$ cat src/rtl/instr_fetch.sv
// ============================================================================
// instr_fetch
// ----------------------------------------------------------------------------
// Instruction fetch unit. Owns the program counter, drives the instruction ROM
// address, and registers the combinationally returned instruction. Fetched
// instructions go to decode over a valid/ready handshake. Execute may redirect
// the PC at any time with a one-cycle pulse.
//
// Optional feature macro: IFETCH_BOUND_CHK_EN
//   defined   : fetches at PC >= TOTAL_ROM_SIZE raise o_fault and park the
//               unit in FAULT until a redirect or reset.
//   undefined : no bounds check; o_fault is tied 0.
//
// Ports:
//   i_clk        clock, rising edge
//   i_rst_n      asynchronous active-low reset
//   o_rom_addr   ROM word address (current PC)
//   i_rom_instr  ROM data, valid in the same cycle as o_rom_addr
//   o_instr      registered fetched instruction
//   o_pc         address o_instr was fetched from
//   o_valid      o_instr/o_pc hold a live instruction
//   i_ready      decode accepts o_instr this cycle
//   i_redirect   one-cycle pulse: drop in-flight fetch, continue at i_target
//   i_target     redirect address
//   o_fault      out-of-range fetch attempted (bounds-check build only)
// ============================================================================
module instr_fetch #(
    parameter int unsigned             CONTENT_SIZE   = 16,
    parameter int unsigned             INSTRUCT_SIZE  = 32,
    parameter int unsigned             TOTAL_ROM_SIZE = 256,
    parameter logic [CONTENT_SIZE-1:0] RESET_PC       = '0
) (
    input  logic                     i_clk,
    input  logic                     i_rst_n,
    output logic [CONTENT_SIZE-1:0]  o_rom_addr,
    input  logic [INSTRUCT_SIZE-1:0] i_rom_instr,
    output logic [INSTRUCT_SIZE-1:0] o_instr,
    output logic [CONTENT_SIZE-1:0]  o_pc,
    output logic                     o_valid,
    input  logic                     i_ready,
    input  logic                     i_redirect,
    input  logic [CONTENT_SIZE-1:0]  i_target,
    output logic                     o_fault
);

    logic [CONTENT_SIZE-1:0]  pc_q,     pc_d;
    logic [INSTRUCT_SIZE-1:0] instr_q,  instr_d;
    logic [CONTENT_SIZE-1:0]  out_pc_q, out_pc_d;
    logic                     valid_q,  valid_d;
    logic                     advance;

`ifdef IFETCH_BOUND_CHK_EN
    typedef enum logic {
        RUN   = 1'b0,
        FAULT = 1'b1
    } state_e;

    // One extra bit so a ROM size of 2^CONTENT_SIZE is still representable.
    localparam logic [CONTENT_SIZE:0] ROM_LIMIT = (CONTENT_SIZE + 1)'(TOTAL_ROM_SIZE);

    state_e state_q, state_d;
    logic   fault_q, fault_d;
    logic   out_of_range;

    assign out_of_range = {1'b0, pc_q} >= ROM_LIMIT;
`endif

    // Output register is free when empty or being drained this cycle.
    assign advance = !valid_q || i_ready;

    always_comb begin
        // NOTE: every signal gets a hold value first so no path leaves it
        // unassigned; otherwise synthesis infers a latch.
        pc_d     = pc_q;
        instr_d  = instr_q;
        out_pc_d = out_pc_q;
        valid_d  = valid_q;
`ifdef IFETCH_BOUND_CHK_EN
        state_d  = state_q;
        fault_d  = fault_q;
`endif

        if (i_redirect) begin
            // Redirect wins over everything. Whatever is presented is either
            // consumed this cycle by decode or dropped; no capture happens.
            pc_d    = i_target;
            valid_d = 1'b0;
`ifdef IFETCH_BOUND_CHK_EN
            fault_d = 1'b0;
            state_d = RUN;
`endif
        end
`ifdef IFETCH_BOUND_CHK_EN
        else if (state_q == RUN && advance) begin
            if (out_of_range) begin
                valid_d = 1'b0;
                fault_d = 1'b1;
                state_d = FAULT;
            end else begin
                instr_d  = i_rom_instr;
                out_pc_d = pc_q;
                valid_d  = 1'b1;
                pc_d     = pc_q + CONTENT_SIZE'(1);
            end
        end
        // FAULT: hold everything until a redirect arrives.
`else
        else if (advance) begin
            instr_d  = i_rom_instr;
            out_pc_d = pc_q;
            valid_d  = 1'b1;
            pc_d     = pc_q + CONTENT_SIZE'(1);
        end
`endif
    end

    always_ff @(posedge i_clk or negedge i_rst_n) begin
        if (!i_rst_n) begin
            pc_q     <= RESET_PC;
            instr_q  <= '0;
            out_pc_q <= '0;
            valid_q  <= 1'b0;
`ifdef IFETCH_BOUND_CHK_EN
            state_q  <= RUN;
            fault_q  <= 1'b0;
`endif
        end else begin
            // NOTE: non-blocking assignments so every flop samples the
            // pre-edge values, independent of statement order.
            pc_q     <= pc_d;
            instr_q  <= instr_d;
            out_pc_q <= out_pc_d;
            valid_q  <= valid_d;
`ifdef IFETCH_BOUND_CHK_EN
            state_q  <= state_d;
            fault_q  <= fault_d;
`endif
        end
    end

    assign o_rom_addr = pc_q;
    assign o_instr    = instr_q;
    assign o_pc       = out_pc_q;
    assign o_valid    = valid_q;
`ifdef IFETCH_BOUND_CHK_EN
    assign o_fault    = fault_q;
`else
    assign o_fault    = 1'b0;
`endif

endmodule

$ cat config.mk
export PLATFORM = sky130hd
export DESIGN_NAME = instr_fetch
export DESIGN_NICKNAME = d
export VERILOG_FILES = /design/src/rtl/instr_fetch.sv
export SDC_FILE = /design/constraint.sdc
export NUM_CORES = 1
export LEC_CHECK = 0
export CORE_ASPECT_RATIO = 0.9
export CORE_MARGIN = 2
export CORE_UTILIZATION = 33
export CTS_CLUSTER_DIAMETER = 120
export CTS_CLUSTER_SIZE = 40
export DETAILED_ROUTE_END_ITERATION = 6
export PLACE_DENSITY = 0.75
export SYNTH_ARGS = -nofsm -noshare
export SYNTH_HDL_FRONTEND = slang
export SYNTH_SLANG_ARGS = --single-unit
$ cat constraint.sdc
create_clock -name i_clk -period 2.7 [get_ports i_clk]
set_clock_uncertainty 0.15 [all_clocks]
set_input_delay 0.405 -clock i_clk [delete_from_list [all_inputs] [get_ports i_clk]]
set_output_delay 0.405 -clock i_clk [all_outputs]
set_load 0.02 [all_outputs]
==> out/qor.csv <==
stage,metric,value,unit
run_status,status,"complete, no violations",
pwr,p_sw_share,28.1,%
floorplan,pin_count,118,
placement,hpwl,4840,um
grt,antenna_found_initial,0,
worst_setup_path,crit_end,o_rom_addr[14],
clocking,clock_path_buffers,2,
yosys,synth_top_area_share,60.3,%
yosys,synth_edf_count,0,
yosys,async_reset_ff_share,100,%
floorplan,start_util,33.8,%
yosys,avgSynthCellArea,13.1,um^2
clocking,insertion_delay,0.34,ns
floorplan,die_h,89.8,um
cells_and_area,design_area,0.00424,mm^2
worst_setup_path,crit_path_max_incr_delay,0.48,ns
cells_and_area,final_cell_mix,"clkdlybuf4s50_1, dfrtp_1, mux2_2, nand2_1, o21ai_0",
clocking,clk_pin_slew_worst_paths,0.08,ns
cells_and_area,drive_above_1_share,22.0,%
cells_and_area,layout.nets,384,
worst_setup_path,crit_start,o_rom_addr[1],
route,dr.pass1.iters,4,
sta,fin_crit,2.15,ns
pwr,intPower,2040,uW
sta,fin_tns_setup,0,ns
pwr,combinationalPowerShare,26.7,%
worst_setup_path,required,2.81,ns
yosys,syn_area,0.00270,mm^2
clocking,clkSinkCount,65,
cells_and_area,fill_cells,741,
route,wirelength,6480,um
route,vias_per_cell,4.69,
clocking,cts_tree,done,
route,route.detailed.drc,0,
grt,grt_overflow,0,
pwr,p_sw,797,uW
grt,grtUsageTotal,15.0,%
worst_hold_path,hold_class,reg2reg,
placement,place_congestion,0.752,
pwr,power.total,2840,uW
worst_setup_path,worst-setup-path-type,reg2reg,
clocking,numCtsBuffers,9,
cells_and_area,final_common_cell,clkdlybuf4s50_1,
worst_setup_path,arrival,2.26,ns
worst_setup_path,cp_cell_sequence,ha_1 > nand4_1 > or3_2 > or3_1 > a31oi_1,
route,dr.first_iter.drc_count,33,
cells_and_area,area_growth_syn_to_layout,57.2,%
sta,tightest_slew,0.714,ns
yosys,syn-num-nets,259,
yosys,yosys-top-cells-area,"dfrtp_1, mux2_2, o21ai_0",
sta,slew-limit-headroom,52.4,%
worst_setup_path,r2r-end,o_rom_addr[14],
placement,io_buffers,116,
placement,dpl_cell_area,0.00402,mm^2
clocking,ctsResizeCount,0,
floorplan,fp-row-count,31,
cells_and_area,post-route-util,53.1,%
pwr,p_leak,0.00169,uW
yosys,ys_ff_latch,65,
yosys,ys_warn_count,0,
sta,drv_slew,0,
worst_setup_path,regToRegSetupSlack,0.55,ns
pwr,vdd_drop_max,366,uV
job,cap_violations,0,
route,wl_per_cell,14.9,um
yosys,synth_seq_area_share,60.3,%
sta,finalCritPeriodShare,79.6,%
worst_setup_path,start_kind,flop,
floorplan,die_area,0.00892,mm^2
yosys,synth_ff_type,dfrtp_1,
clocking,htree_levels,3,
worst_setup_path,path_max_fanout,7,
sta,fmax,465,MHz
pwr,p_clk_share,30.9,%
worst_setup_path,end_kind,flop,
clocking,ctsHoldBuffers,1,
grt,grt_max_degree,33,
yosys,synth_area_leader_cell,dfrtp_1,
worst_hold_path,min-delay-start,o_instr[13],
grt,grt_pass1_wl,10600,um
yosys,syn-instance-count,206,
cells_and_area,diodes,0,
pwr,seq_power_share,42.4,%
route,via_count,2038,
floorplan,core_area,0.00799,mm^2
sta,setup-violations-final,0,
worst_setup_path,cp_slowest_cell,dfrtp_1,
worst_setup_path,rr_startpoint,o_rom_addr[1],
worst_setup_path,reg2reg_depth,5,
pwr,power_density,670,mW/mm^2
grt,first_global_vias,2102,
floorplan,die_w,99.3,um
sta,finalHoldViolCount,0,
yosys,synthDistinctLibCells,34,
route,ant_nets,0,
sta,grt_setup_unrepaired,no,
clocking,cts_root_buf,clkbuf_8,
clocking,postCtsSetupBuffers,0,
kinds of logic (layout without fill, tap and decap cells):
group | count (synthesis) | after routing | synth area share, %
DFF | 65 | 65 | 60.3
muxes | 49 | 49 | 20.4
and+or+nand+nor | 47 | 47 | 9.23
AOI/OAI and AO/OA | 22 | 22 | 4.64
buffers and inverters | 12 | 142 | 1.90
xor gates and xnor gates | 9 | 9 | 2.92
adders and majority gates | 1 | 1 | 0.464
other | 1 | 1 | 0.139
layout make-up:
cell class	count	area (um^2)	area share, %
clock buffers	11	131	3.10
clock inverters	5	80.1	1.89
inverters	2	7.51	0.177
multi-input cells	129	1030	24.2
flip-flops and latches	65	1630	38.4
well taps	99	124	2.92
repair buffers	124	1240	29.3
cells in the mapped netlist, drive strengths merged (2+ instances only):
| library cell | instances |
|---|---|
| buf | 7 |
| o21ai | 14 |
| a31oi | 5 |
| or3 | 5 |
| nand2 | 16 |
| nor4b | 2 |
| inv | 2 |
| nor2 | 6 |
| nand3 | 4 |
| nand4 | 5 |
| xor2 | 4 |
| mux2 | 48 |
| dfrtp | 65 |
| clkbuf | 3 |
| xnor2 | 5 |
critical path: cells and delay by family, from the launching register on:
| kind | cells | cell delay (ns) |
|---|---|---|
| AO/OA/AOI/OAI | 1 | 0.16 |
| adder cells (fa/ha/maj) | 1 | 0.28 |
| flip-flops | 1 | 0.48 |
| AND/OR/NAND/NOR | 3 | 1.00 |
power groups by stage:
stage / Clock, uW / Combinational, uW / Sequential, uW
3_5_place_dp: 0 / 767 / 1220
3_3_place_gp: 0 / 756 / 1220
6_report: 877 / 760 / 1200
2_1_floorplan: 0 / 181 / 1380
4_1_cts: 912 / 771 / 1210
5_1_grt: 943 / 803 / 1230
through the flow:
step	hold WS [ns]	setup slack, ns	std cells
detailed placement	0.344	0.238	418
CTS	0.360	0.549	435
floorplan	-0.0406	0.618	206
global placement	0.339	0.240	418
finish	0.357	0.551	435
global route	0.378	0.399	435
flip-flops by register name, summed over array words and instances, names as in the netlist:
name and cells:
o_rom_addr 16, o_pc 16, o_valid 1, o_instr 32
worst min path at each step:
| stage | cells past startpoint | to | slack [ns] |
|---|---|---|---|
| floorplan | 0 | o_instr[0] | -0.04 |
| global placement | 1 | o_instr[14] | 0.34 |
| detailed placement | 1 | o_instr[23] | 0.34 |
| CTS | 1 | o_instr[19] | 0.36 |
| global route | 1 | o_pc[11] | 0.38 |
| finish | 1 | o_instr[13] | 0.36 |
metal layers:
layer  global-route usage (%)  share of wire, %
met1                     19.0                43
met4                     5.48               1.1
met2                     24.4                50
met3                     4.35               5.6
met5                        0                 0
Note: power is estimated with default switching activity, not from simulation.
==> variant 1, RTL diff (same flow settings) <==
The option `IFETCH_BOUND_CHK_EN` is turned on by a define.
--- a/src/rtl/instr_fetch.sv
+++ b/src/rtl/instr_fetch.sv
@@ -26,2 +26,4 @@
 // ============================================================================
+`define IFETCH_BOUND_CHK_EN
+
 module instr_fetch #(
Function: changed (Yosys sat finds a counterexample within 4 cycles, from zero or initial values and one cycle with i_rst_n low).
==> variant 1 against the original RTL <==
  * Sequential power down 7%
  * Cell area is 2.2% lower
  * Sequential cell count rose by 1
  * Clock power fell by 6.8%
  * Routed wire length is 4.2% lower
  * Worst setup slack worse by 0.071 ns
  * Power down 18%
  * Synthesized area down 0.93%
  * Largest cell class unchanged
  * Worst hold slack worse by 0.020 ns
==> variant 1: results (changes against the original RTL) <==
Critical path
  – Worst path max stage delay: 0.43 ns (was 0.48 ns)
  – Crit Path Class: register to register (unchanged)
  – CP endpoint: o_instr[8]$_DFFE_PN0P_ (was o_rom_addr[14]$_DFFE_PN0P_)
  – WP data arrival: 2.28 ns (was 2.26 ns)
  – Critical R2R Launch: o_rom_addr[10]$_DFFE_PN0P_ (was o_rom_addr[1]$_DFFE_PN0P_)
  – Crit-path leading delay family: simple AND/OR/NAND/NOR gates (unchanged)
  – Worst r2r path cells: 5 (unchanged)
  – R2R Setup Slk: 0.48 ns (was 0.55 ns)
  – Crit Path Max Fanout: 27 (was 7)

Placed design
  – Hpwl dp: 4540 um (was 4840 um)
  – Gpl congestion: 0.752 (about the same)
  – Buffers on Ports: 117 (was 116)
  – Placement Cell Area: 3940 um^2 (was 4020 um^2)

Power
  – Clk pwr: 817 uW (was 877 uW)
  – NetSw: 630 uW (was 797 uW)
  – P_leak: 1.82 nW (was 1.69 nW)
  – Combinational Power Share: 0.176 (was 0.267)
  – Total power: 2.34 mW (was 2.84 mW)
  – Peak VDD IR: 278 uV (was 366 uV)

Detailed routing
  – Antenna-violating nets left: 0 (unchanged)
  – DRT Wirelength: 6210 um (was 6480 um)
  – Initial drt markers: 39 (was 33)
  – Routed vias/inst: 4.64 (was 4.69)

GRT
  – First-pass GRT wire length: 9900 um (was 10600 um)
  – Vias in the first global route: 1927 (was 2102)
  – Largest net degree at the start of global routing: 28 (was 33)
  – Tot GR Track Use: 0.143 (was 0.150)

Layout
  – # nets final: 366 (was 384)
  – Max reg flops: 32 (unchanged)
  – Layout cells sized above 1: 0.221 (was 0.220)

Synthesis
  – Synth area leaders: dfrtp_1 (62%), mux2_2 (19%), nor2b_1 (2.1%), nor4_4 (1.6%), a31oi_1 (1.4%) (was dfrtp_1 (60%), mux2_2 (20%), o21ai_0 (2.6%), nand2_1 (2.1%), xnor2_1 (1.6%))
  – Synth cell count leaders: dfrtp_1 (66), mux2_2 (44), nor2_1 (9), nor2b_1 (9) (was dfrtp_1 (65), mux2_2 (48), nand2_1 (15))
  – Asr flop ratio synth: 1.00 (unchanged)
  – Synth unique cells: 28 (was 34)
  – Synth Area in Adders: 0.00936 (was 0.00464)
  – XOR/XNOR share of the synthesized area: 0.00328 (was 0.0292)
  – Net Count, Synth: 241 (was 259)
  – Total number of yosys warnings: 0 (unchanged)
  – Compound-Gate Fraction of Synth Area: 0.0403 (was 0.0464)
  – Post-synthesis mux area share: 0.202 (was 0.204)
  – Sequential share of the synthesized area: 0.618 (was 0.603)

Outcome
  – Status: finished, final reports clean (unchanged)

Clocking
  – Clock Latency Late Sink: around 0.33 ns
  – Resize count post-CTS: 0 (unchanged)
  – Htree depth: 3 (unchanged)

Min path
  – Path type of the worst min-delay path: register to register (unchanged)

Timing
  – Slew @ Worst Pin: 0.562 ns (was 0.714 ns)
## variant 1: cell count changes after synthesis, moves of 4 or more
cell,unedited run,this run
o21ai_0,14,5
nand2_1,15,6
xnor2_1,5,1
mux2_2,48,44
nand4_1,5,1
xor2_1,4,0
nor2b_1,1,9
## variant 1: final cells by class
type / instances / area, um^2
tap: 99 / 124
inverter: 5 / 18.8
fill: 701 / 3800
clock buffer: 9 / 124
sequential: 66 / 1650
clock inverter: 7 / 70.1
multi-input combinational: 107 / 945
timing repair buffer: 123 / 1210
## variant 1: per-stage QoR
stage               cells  setup WS, ns  hold slack (ns)
floorplan             187         0.655          -0.0406
global placement      399         0.257            0.269
detailed placement    399         0.241            0.279
CTS                   416         0.434            0.342
global route          416         0.303            0.357
finish                416         0.480            0.337
## variant 1: worst min path at each step
stage                        startpoint                      end  slack, ns  depth (start not counted)
global route        o_pc[3]$_DFFE_PN0P_      o_pc[3]$_DFFE_PN0P_       0.36                          1
detailed placement              i_rst_n  o_instr[18]$_DFFE_PN0P_       0.28                          1
finish              o_pc[3]$_DFFE_PN0P_      o_pc[3]$_DFFE_PN0P_       0.34                          1
CTS                 o_pc[3]$_DFFE_PN0P_      o_pc[3]$_DFFE_PN0P_       0.34                          1
global placement                i_rst_n  o_instr[18]$_DFFE_PN0P_       0.27                          1
floorplan                       i_rst_n      o_fault$_DFFE_PN0P_      -0.04                          0
## variant 1: metal layers
layer	global-route usage	part of all wire	vias to the layer above
li1	-	-	907
met1	0.191	0.43	955
met2	0.222	0.50	59
met3	0.0399	0.057	8
met4	0.0598	0.011	0
met5	0	0	-
## variant 1: what timing repair did
| item | in CTS | in global routing |
|---|---|---|
| hold endpoints to repair | 23 | 0 |
| hold buffers | 1 | 0 |
| buffers inserted | 0 | 0 |
==> variant 2, RTL diff (same flow settings) <==
Without the edit above. Take the reset off `instr_q` and load it in a clocked block of its own.
--- a/src/rtl/instr_fetch.sv
+++ b/src/rtl/instr_fetch.sv
@@ -119,3 +119,2 @@
             pc_q     <= RESET_PC;
-            instr_q  <= '0;
             out_pc_q <= '0;
@@ -130,3 +129,2 @@
             pc_q     <= pc_d;
-            instr_q  <= instr_d;
             out_pc_q <= out_pc_d;
@@ -138,2 +136,6 @@
         end
+    end
+
+    always_ff @(posedge i_clk) begin
+        instr_q <= instr_d;
     end
Check against the original RTL: not equivalent (Yosys sat finds a counterexample within 4 cycles, from zero or initial values and one cycle with i_rst_n low).
==> variant 2 against the original RTL <==
  * The run now ends with negative hold slack left
  * First-iteration DRC count up 70%
  * Clock power down 21%
  * Routed wire length down 4.0%
  * Synthesized area down 7.7%
  * Via count down 9.9%
  * Sequential cell count unchanged
  * Worst setup slack worse by 0.056 ns
  * Power down 14%
  * Cell area down 7.4%
  * Critical endpoint unchanged
==> variant 2: results (changes against the original RTL) <==
Outcome
  – Status: complete, but fails checks (was finished, final reports clean)
  – Failing checks: negative hold slack

Placed design
  – Pre-CTS WS: 0.156 ns (was 0.238 ns)
  – Gpl congestion: 0.778 (was 0.752)
  – Placement Cell Area: 3760 um^2 (was 4020 um^2)

Layout
  – Non-filler cells, final: 394 (was 435)
  – Area Growth Syn to Fin: 57.7% (was 57.2%)
  – Clock buffer cells: 10 (was 11)
  – Area occupied by multi-input gates: 672 um^2 (was 1030 um^2)
  – ClkCell Share: 0.0414 (was 0.0499)
  – Storage cell area: 1790 um^2 (was 1630 um^2)
  – # nets final: 346 (was 384)

GRT
  – Largest net degree at the start of global routing: 34 (was 33)
  – First-pass GRT wire length: 9630 um (was 10600 um)

Detailed routing
  – Initial drt markers: 56 (was 33)
  – WL met3: 756 um (was 364 um)

Synthesis
  – Sequential share of the synthesized area: 0.717 (was 0.603)
  – Syn Inst Count: 170 (was 206)
  – Synth area leaders: edfxtp_1 (39%), dfrtp_1 (33%), mux2_2 (7.2%), nand2_1 (2.4%), xor2_1 (2.1%) (was dfrtp_1 (60%), mux2_2 (20%), o21ai_0 (2.6%), nand2_1 (2.1%), xnor2_1 (1.6%))
  – Compound-Gate Fraction of Synth Area: 0.0552 (was 0.0464)
  – XOR/XNOR share of the synthesized area: 0.0281 (was 0.0292)

Timing
  – Slew @ Worst Pin: 0.759 ns (was 0.714 ns)
  – Fin Hold WS: -0.0119 ns (was 0.357 ns)
  – Share of the clock period used by the worst path: 0.817 (was 0.796)
  – Final Hold Fails: 9 (was 0)

Critical path
  – Slowest library cell on the worst path: or4b_1 (was dfrtp_1)

Power
  – P_leak: 1.46 nW (was 1.69 nW)

Min path
  – Path type of the worst min-delay path: primary input to asynchronous set/reset pin (was register to register)
variant 2: cell types whose count changed in the layout (fill, tap and decap cells not counted), moves of 3 or more:
cell,change
clkinv_2,+3
edfxtp_1,+32
nand3_1,-3
o21ai_0,-6
dfrtp_1,-32
o21ai_1,+3
xnor2_1,-3
nor2_1,+3
mux2_2,-32
variant 2: final timing paths:
check                                     startpoint                          to  depth (start not counted)
max in group asynchronous                    i_rst_n   o_rom_addr[5]$_DFFE_PN0P_                          1
hold / removal                               i_rst_n         o_pc[2]$_DFFE_PN0P_                          1
hold reg to reg                  o_pc[0]$_DFFE_PN0P_         o_pc[0]$_DFFE_PN0P_                          1
setup / recovery                             i_ready  o_rom_addr[14]$_DFFE_PN0P_                          5
setup reg to reg           o_rom_addr[0]$_DFFE_PN0P_  o_rom_addr[14]$_DFFE_PN0P_                          4
min in group i_clk               o_pc[0]$_DFFE_PN0P_         o_pc[0]$_DFFE_PN0P_                          1
